`src/rtl/div_5bit_seq.sv`:
```
// Sequential 5-bit unsigned restoring divider: one quotient bit per clock,
// trial subtraction as R + ~D + 1 with the carry-out acting as not-borrow.
module div_5bit_seq (
    input  logic       clk,
    input  logic       rst,
    input  logic       start,
    input  logic [4:0] dividend,
    input  logic [4:0] divisor,
    output logic       busy,
    output logic       done,
    output logic [4:0] quotient,
    output logic [4:0] remainder,
    output logic       div_by_zero
);

    typedef enum logic [1:0] {
        IDLE = 2'd0,
        RUN  = 2'd1,
        DONE = 2'd2
    } state_t;

    state_t     state;
    state_t     next_state;

    logic [5:0] r;
    logic [4:0] q;
    logic [4:0] d;
    logic [2:0] cnt;
    logic       dbz;

    logic [5:0] s;
    logic [5:0] t;
    logic       c6;

    // r stays below d, so dropping r[5] in the shift never loses information
    always_comb begin
        s       = 6'({r, q[4]});
        {c6, t} = {1'b0, s} + {1'b0, 1'b1, ~d} + 7'd1;
    end

    always_ff @(posedge clk or posedge rst) begin
        if (rst) begin
            state <= IDLE;
        end else begin
            state <= next_state;
        end
    end

    always_comb begin
        next_state = state;
        case (state)
            IDLE: begin
                if (start) begin
                    next_state = (divisor == 5'd0) ? DONE : RUN;
                end
            end
            RUN: begin
                if (cnt == 3'd0) begin
                    next_state = DONE;
                end
            end
            DONE:    next_state = IDLE;
            default: next_state = IDLE;
        endcase
    end

    assign busy = (state != IDLE);
    assign done = (state == DONE);

    always_ff @(posedge clk or posedge rst) begin
        if (rst) begin
            r           <= 6'd0;
            q           <= 5'd0;
            d           <= 5'd0;
            cnt         <= 3'd0;
            dbz         <= 1'b0;
            quotient    <= 5'd0;
            remainder   <= 5'd0;
            div_by_zero <= 1'b0;
        end else begin
            case (state)
                IDLE: begin
                    if (start) begin
                        if (divisor != 5'd0) begin
                            q   <= dividend;
                            d   <= divisor;
                            r   <= 6'd0;
                            cnt <= 3'd4;
                            dbz <= 1'b0;
                        end else begin
                            // zero divisor skips iteration and publishes at once
                            dbz         <= 1'b1;
                            quotient    <= 5'h1F;
                            remainder   <= dividend;
                            div_by_zero <= 1'b1;
                        end
                    end
                end
                RUN: begin
                    r   <= c6 ? t : s;
                    q   <= {q[3:0], c6};
                    cnt <= cnt - 3'd1;
                    if (cnt == 3'd0) begin
                        quotient    <= {q[3:0], c6};
                        remainder   <= c6 ? t[4:0] : s[4:0];
                        div_by_zero <= dbz;
                    end
                end
                default: begin
                end
            endcase
        end
    end

endmodule

```
`config.mk`:
```
export PLATFORM = sky130hd
export DESIGN_NAME = div_5bit_seq
export DESIGN_NICKNAME = d
export VERILOG_FILES = /design/src/rtl/div_5bit_seq.sv
export SDC_FILE = /design/constraint.sdc
export NUM_CORES = 1
export LEC_CHECK = 0
export CAP_MARGIN = 20
export CORE_MARGIN = 8
export CORE_UTILIZATION = 55
export DETAILED_ROUTE_END_ITERATION = 10
export DONT_BUFFER_PORTS = 1
export PLACE_DENSITY = 0.7
export SETUP_SLACK_MARGIN = 0.1
export SLEW_MARGIN = 30
export SYNTH_ARGS = -nofsm -noshare
export SYNTH_HDL_FRONTEND = slang
export SYNTH_SLANG_ARGS = --single-unit
```
`constraint.sdc`:
```
create_clock -name clk -period 2.5 [get_ports clk]
set_input_delay 0.5 -clock clk [delete_from_list [all_inputs] [get_ports clk]]
set_output_delay 0.5 -clock clk [all_outputs]
set_load 0.02 [all_outputs]
```
Word level (Yosys, flattened, before mapping)
Index checks and enable logic that the tools add are counted.
{"block": "totals", "register_bits": 32, "output_inout_bits": 13, "word_cells": 58}
{"block": "op_classes", "n_addsub": 3, "eq_ne": 6, "mux": 28, "n_bitwise": 1, "reduce_logical": 11}
{"cell": "5-bit two-way mux", "count": 12}
{"cell": "5-bit case mux with 2 select lines", "count": 4}
{"cell": "2-bit != test, second input constant", "count": 4}
{"cell": "6-bit by 6-bit adder with 7-bit output", "count": 1}
{"cell": "7-bit by 1-bit adder with 7-bit output, second input constant", "count": 1}
{"cell": "2-bit two-way mux", "count": 3}
{"cell": "3-bit two-way mux", "count": 2}
{"cell": "3-bit case mux with 2 select lines", "count": 1}
{"cell": "3-bit AND reduction", "count": 2}
{"cell": "5-bit zero test", "count": 1}
{"cell": "5-bit inverter", "count": 1}
{"cell": "5-bit nonzero test", "count": 1}
{"cell": "1-bit two-way mux", "count": 4}
{"cell": "2-bit case mux with 2 select lines", "count": 1}
{"cell": "2-bit AND reduction", "count": 2}
{"cell": "4-bit AND reduction", "count": 1}
{"cell": "2-bit nonzero test", "count": 2}
{"cell": "3-bit zero test", "count": 1}
{"cell": "3-bit by 1-bit subtractor with 3-bit output, second input constant", "count": 1}
{"cell": "2-bit by 1-bit equality test with 1-bit output, second input constant", "count": 1}
{"cell": "2-bit equality test, second input constant", "count": 1}
{"cell": "2-bit zero test", "count": 1}
{"cell": "1-bit case mux with 2 select lines", "count": 1}

Logic depth before layout (Yosys ltp)
{"block": "depth", "word_depth": 6, "mapped_depth": 9}

Worst setup path after synthesis
No wires, ideal clock.
{"block": "synth_path", "path_type": "reg2reg", "from": "register q[4]", "to": "register remainder[4]", "setup_time_ps": 121, "arrival_time_ps": 1861, "slack_ps": 518, "path_stages_with_launch": 9, "path_buffers": 0, "synth_period_minus_slack_ps": 1982, "path_cell_list": "dfrtp_1 > inv_1 > ha_1 > inv_1 > fa_1 > a21o_1 > a2111oi_0 > nor3_1 > o22a_1"}
{"block": "synth_via", "elab_chain_cells": 5}
{"item": "from (decl)", "line_no": "26", "text": "logic [4:0] q;"}
{"item": "from (signal assigned)", "line_no": "85", "text": "q <= dividend;"}
{"item": "from (signal assigned)", "line_no": "101", "text": "q <= {q[3:0], c6};"}
{"item": "6-bit by 6-bit adder with 7-bit output", "line_no": "38", "text": "{c6, t} = {1'b0, s} + {1'b0, 1'b1, ~d} + 7'd1;"}
{"item": "7-bit by 1-bit adder with 7-bit output", "line_no": "38"}
{"item": "5-bit two-way mux", "line_no": "105", "text": "remainder <= c6 ? t[4:0] : s[4:0];"}
{"item": "5-bit two-way mux", "line_no": "103", "text": "if (cnt == 3'd0) begin"}
{"item": "5-bit case mux with 2 select lines", "line_no": "81", "text": "case (state)"}
{"item": "to (signal assigned)", "line_no": "94", "text": "remainder <= dividend;"}
{"item": "to (signal assigned)", "line_no": "105"}
{"item": "to (decl)", "line_no": "12", "text": "output logic [4:0] remainder,"}
No other way between the ends. The select of a mux whose other input is x is not followed.
A chain may end at the register's enable or synchronous reset.

Final worst setup path
{"block": "layout_path", "from": "register q[4]", "to": "register remainder[1]"}
The elaborated chain is that of the path after synthesis.

==> flow_metrics.py <==
metrics = {
    "outcome": {
        "outcome": "completed",
    },
    "synth": {
        "synth-seq-cells": 32,
        "synth_top_area_share": 0.484,
        "synth.area.top_cells": "dfrtp_1 (48%), nand2_1 (6.4%), ha_1 (5.3%), nor2_1 (4.8%), a21oi_1 (2.7%)",
        "syn_nets": 188,
        "yosys_warnings": 0,
        "synth_largest_area_cell": "dfrtp_1",
        "syn_inst": 167,
        "ys_types": 41,
        "avgSynthCellArea_sq_um": 9.90,
        "synth_area_sq_um": 1650,
        "yosysSeqAreaShare": 0.484,
    },
    "layout": {
        "drive_gt1_frac": 0.107,
        "layout.nets": 189,
        "stdcell_area_sq_um": 1720,
        "stdcell_count": 202,
        "area_growth_pct": 4.01,
        "final_cell_mix": "dfrtp_1 (32), nand2_1 (28), nor2_1 (21), inv_1 (11), a21oi_1 (9)",
        "utilization": 0.582,
        "layout_commonest_cell": "dfrtp_1",
        "diodes": 0,
    },
    "die": {
        "core-area_sq_um": 2950,
        "row_count": 20,
        "ioPinCount": 26,
        "die_w_um": 70.8,
        "floorplan.initialDensity": 0.560,
        "dieArea_sq_um": 5020,
        "die_y_um": 70.8,
    },
    "worst_setup_path": {
        "cp_num_cells": 9,
        "critical-path-top-delay-family": "compound AO/OA/AOI/OAI gates",
        "cp_slowest_stage_delay_ns": 0.45,
        "cp_cell_sequence": "inv_1, ha_1, inv_1, fa_1, a211oi_4, o21ai_4, mux2i_1, o211ai_2, o21a_1",
        "worst_setup_path_end_kind": "register",
        "critical_path_required_ns": 2.74,
        "cpMaxStageDelayCell": "fa_1",
        "path_max_fanout": 6,
        "worst-path-buf-inv": 2,
        "crit_top_cell": "inv_1",
        "ff2ff_path_depth": 9,
        "startpoint_type": "register",
        "path_class": "register to register",
        "cp.arrival_ns": 2.40,
    },
    "timing": {
        "rsz0062_at_grt": "no",
        "setup_viol": 0,
        "timing.final.crit_share": 0.864,
        "fin_skew_ns": 0.0106,
        "fin_setup_tns_ns": 0,
        "layout_setup_ws_ns": 0.341,
        "whs_ns": 0.130,
        "worstMarginPinSlew_ns": 0.677,
        "slew_headroom": 0.549,
        "fmax_mhz": 463,
        "drv_slew": 0,
        "hold_violations": 0,
        "period_minus_slack_ns": 2.16,
    },
    "clock_tree": {
        "post_cts_resized": 0,
        "clkTransAtPathRegs_ns": 0.10,
        "cts_setup_buffers": 0,
        "root_buffer": "clkbuf_4",
        "clk_latency_ns": 0.34,
        "cts.sinks": 32,
        "h-tree-depth": 2,
        "cts_buffers": 5,
        "cts.path.max_buffers": 2,
        "postCtsHoldBufs": 0,
        "cts_tree": "yes",
    },
    "pwr": {
        "seqPwrFrac": 0.381,
        "power_switching_mw": 1.23,
        "combPwrFrac": 0.479,
        "clkPwrFrac": 0.140,
        "power.density_nw_per_um2": 1600,
        "p_total_mw": 2.75,
        "p_sw_frac": 0.448,
        "p_leak_nw": 0.807,
        "internal-power_mw": 1.52,
        "ir_drop_v": 0.000664,
    },
    "placement": {
        "dp_slack_ns": 0.362,
        "dpl-instance-area_sq_um": 1640,
        "port_buffers": 0,
        "gp_congestion": 0.820,
        "hpwl_um": 2410,
        "dp_cells": 194,
    },
    "global_routing": {
        "grt_remaining_overflow": 0,
        "grt_pass1_vias": 1172,
        "antenna_found_initial": 0,
        "grt_pass1_wl_um": 5580,
        "grt_max_degree": 33,
        "grtUsageTotal": 0.140,
    },
    "worst_hold_path": {
        "hp-class": "primary input to asynchronous set/reset pin",
    },
    "drt": {
        "routedWlPerCell_um": 16.2,
        "viasPerCell": 5.76,
        "ant_nets": 0,
        "routed_wl_um": 3280,
        "drc": 0,
        "route.vias.total": 1163,
        "drt_iter0_drc": 35,
        "drt_pass1_iterations": 4,
    },
    "job": {
        "drv_cap": 0,
    },
}
-- cells in the mapped netlist (all sizes together) --
cell type  number
dfrtp          32
nand2          28
nor2           21
inv            11
a21oi           9
ha              7
o21ai           7
buf             6
a31oi           5
a21o            4
a22o            4
nor2b           3
nor3            3
o211ai          3
a211oi          2
mux2i           2
o21a            2
o22a            2
o22ai           2
a2111oi         1
a21boi          1
a22oi           1
and2            1
and2b           1
and3b           1
clkbuf          1
fa              1
mux2            1
nand2b          1
nand3b          1
o31ai           1
or2             1
xnor2           1
-- flip-flops by register name, indices dropped and copies added, names as in the netlist, 2 cells and up --
signal     flops
quotient       5
state          2
r              5
cnt            3
d              5
q              5
remainder      5
-- power by group through the flow --
stage                     combinational, mW  sequential, mW  clock [mW]
final                                  1.32            1.05       0.386
after global routing                   1.49            1.08       0.415
after CTS                              1.33            1.06       0.397
after detailed placement               1.32            1.06           0
after global placement                 1.28            1.05           0
after floorplan                        1.16            1.00           0
-- path summary, 6_finish.rpt --
check                                 start                  endpoint  slack [ns]
setup / recovery           q[4]$_DFFE_PP0P_  remainder[1]$_DFFE_PP0P_        0.34
hold / removal                          rst  remainder[1]$_DFFE_PP0P_        0.13
setup reg to reg           q[4]$_DFFE_PP0P_  remainder[1]$_DFFE_PP0P_        0.34
hold reg to reg            d[1]$_DFFE_PP0P_          d[1]$_DFFE_PP0P_        0.50
max in group asynchronous               rst          r[4]$_DFFE_PP0P_        2.07
min in group clk                 divisor[1]          d[1]$_DFFE_PP0P_        0.27
-- cell type report --
cell class | count | area, sq um
timing repair buffer | 1 | 7.51
clock buffer | 6 | 41.3
multi-input combinational | 117 | 752
clock inverter | 2 | 35.0
fill | 267 | 1230
inverter | 11 | 41.3
tap | 33 | 41.3
sequential | 32 | 801
-- worst reg2reg max path, stage by stage (launching register included) --
cell and delay [ns]:
dfrtp_1 0.41, inv_1 0.07, ha_1 0.15, inv_1 0.05, fa_1 0.45, a211oi_4 0.35, o21ai_4 0.13, mux2i_1 0.24
o211ai_2 0.09, o21a_1 0.12
-- cells by family after synthesis --
logic type	share of synthesized area
adders and majority gates	0.0651
xor gates and xnor gates	0.00530
DFF	0.484
AOI/OAI and AO/OA	0.201
buffers and inverters	0.0606
muxes	0.0189
and+or+nand+nor	0.164
-- per-layer routing --
metal	part of all wire	vias up	track usage
met4	0.013	0	0.0416
met5	0	-	0
li1	-	570	-
met3	0.081	5	0.0692
met2	0.46	28	0.216
met1	0.45	560	0.166
(Power assumes the default switching activity.)
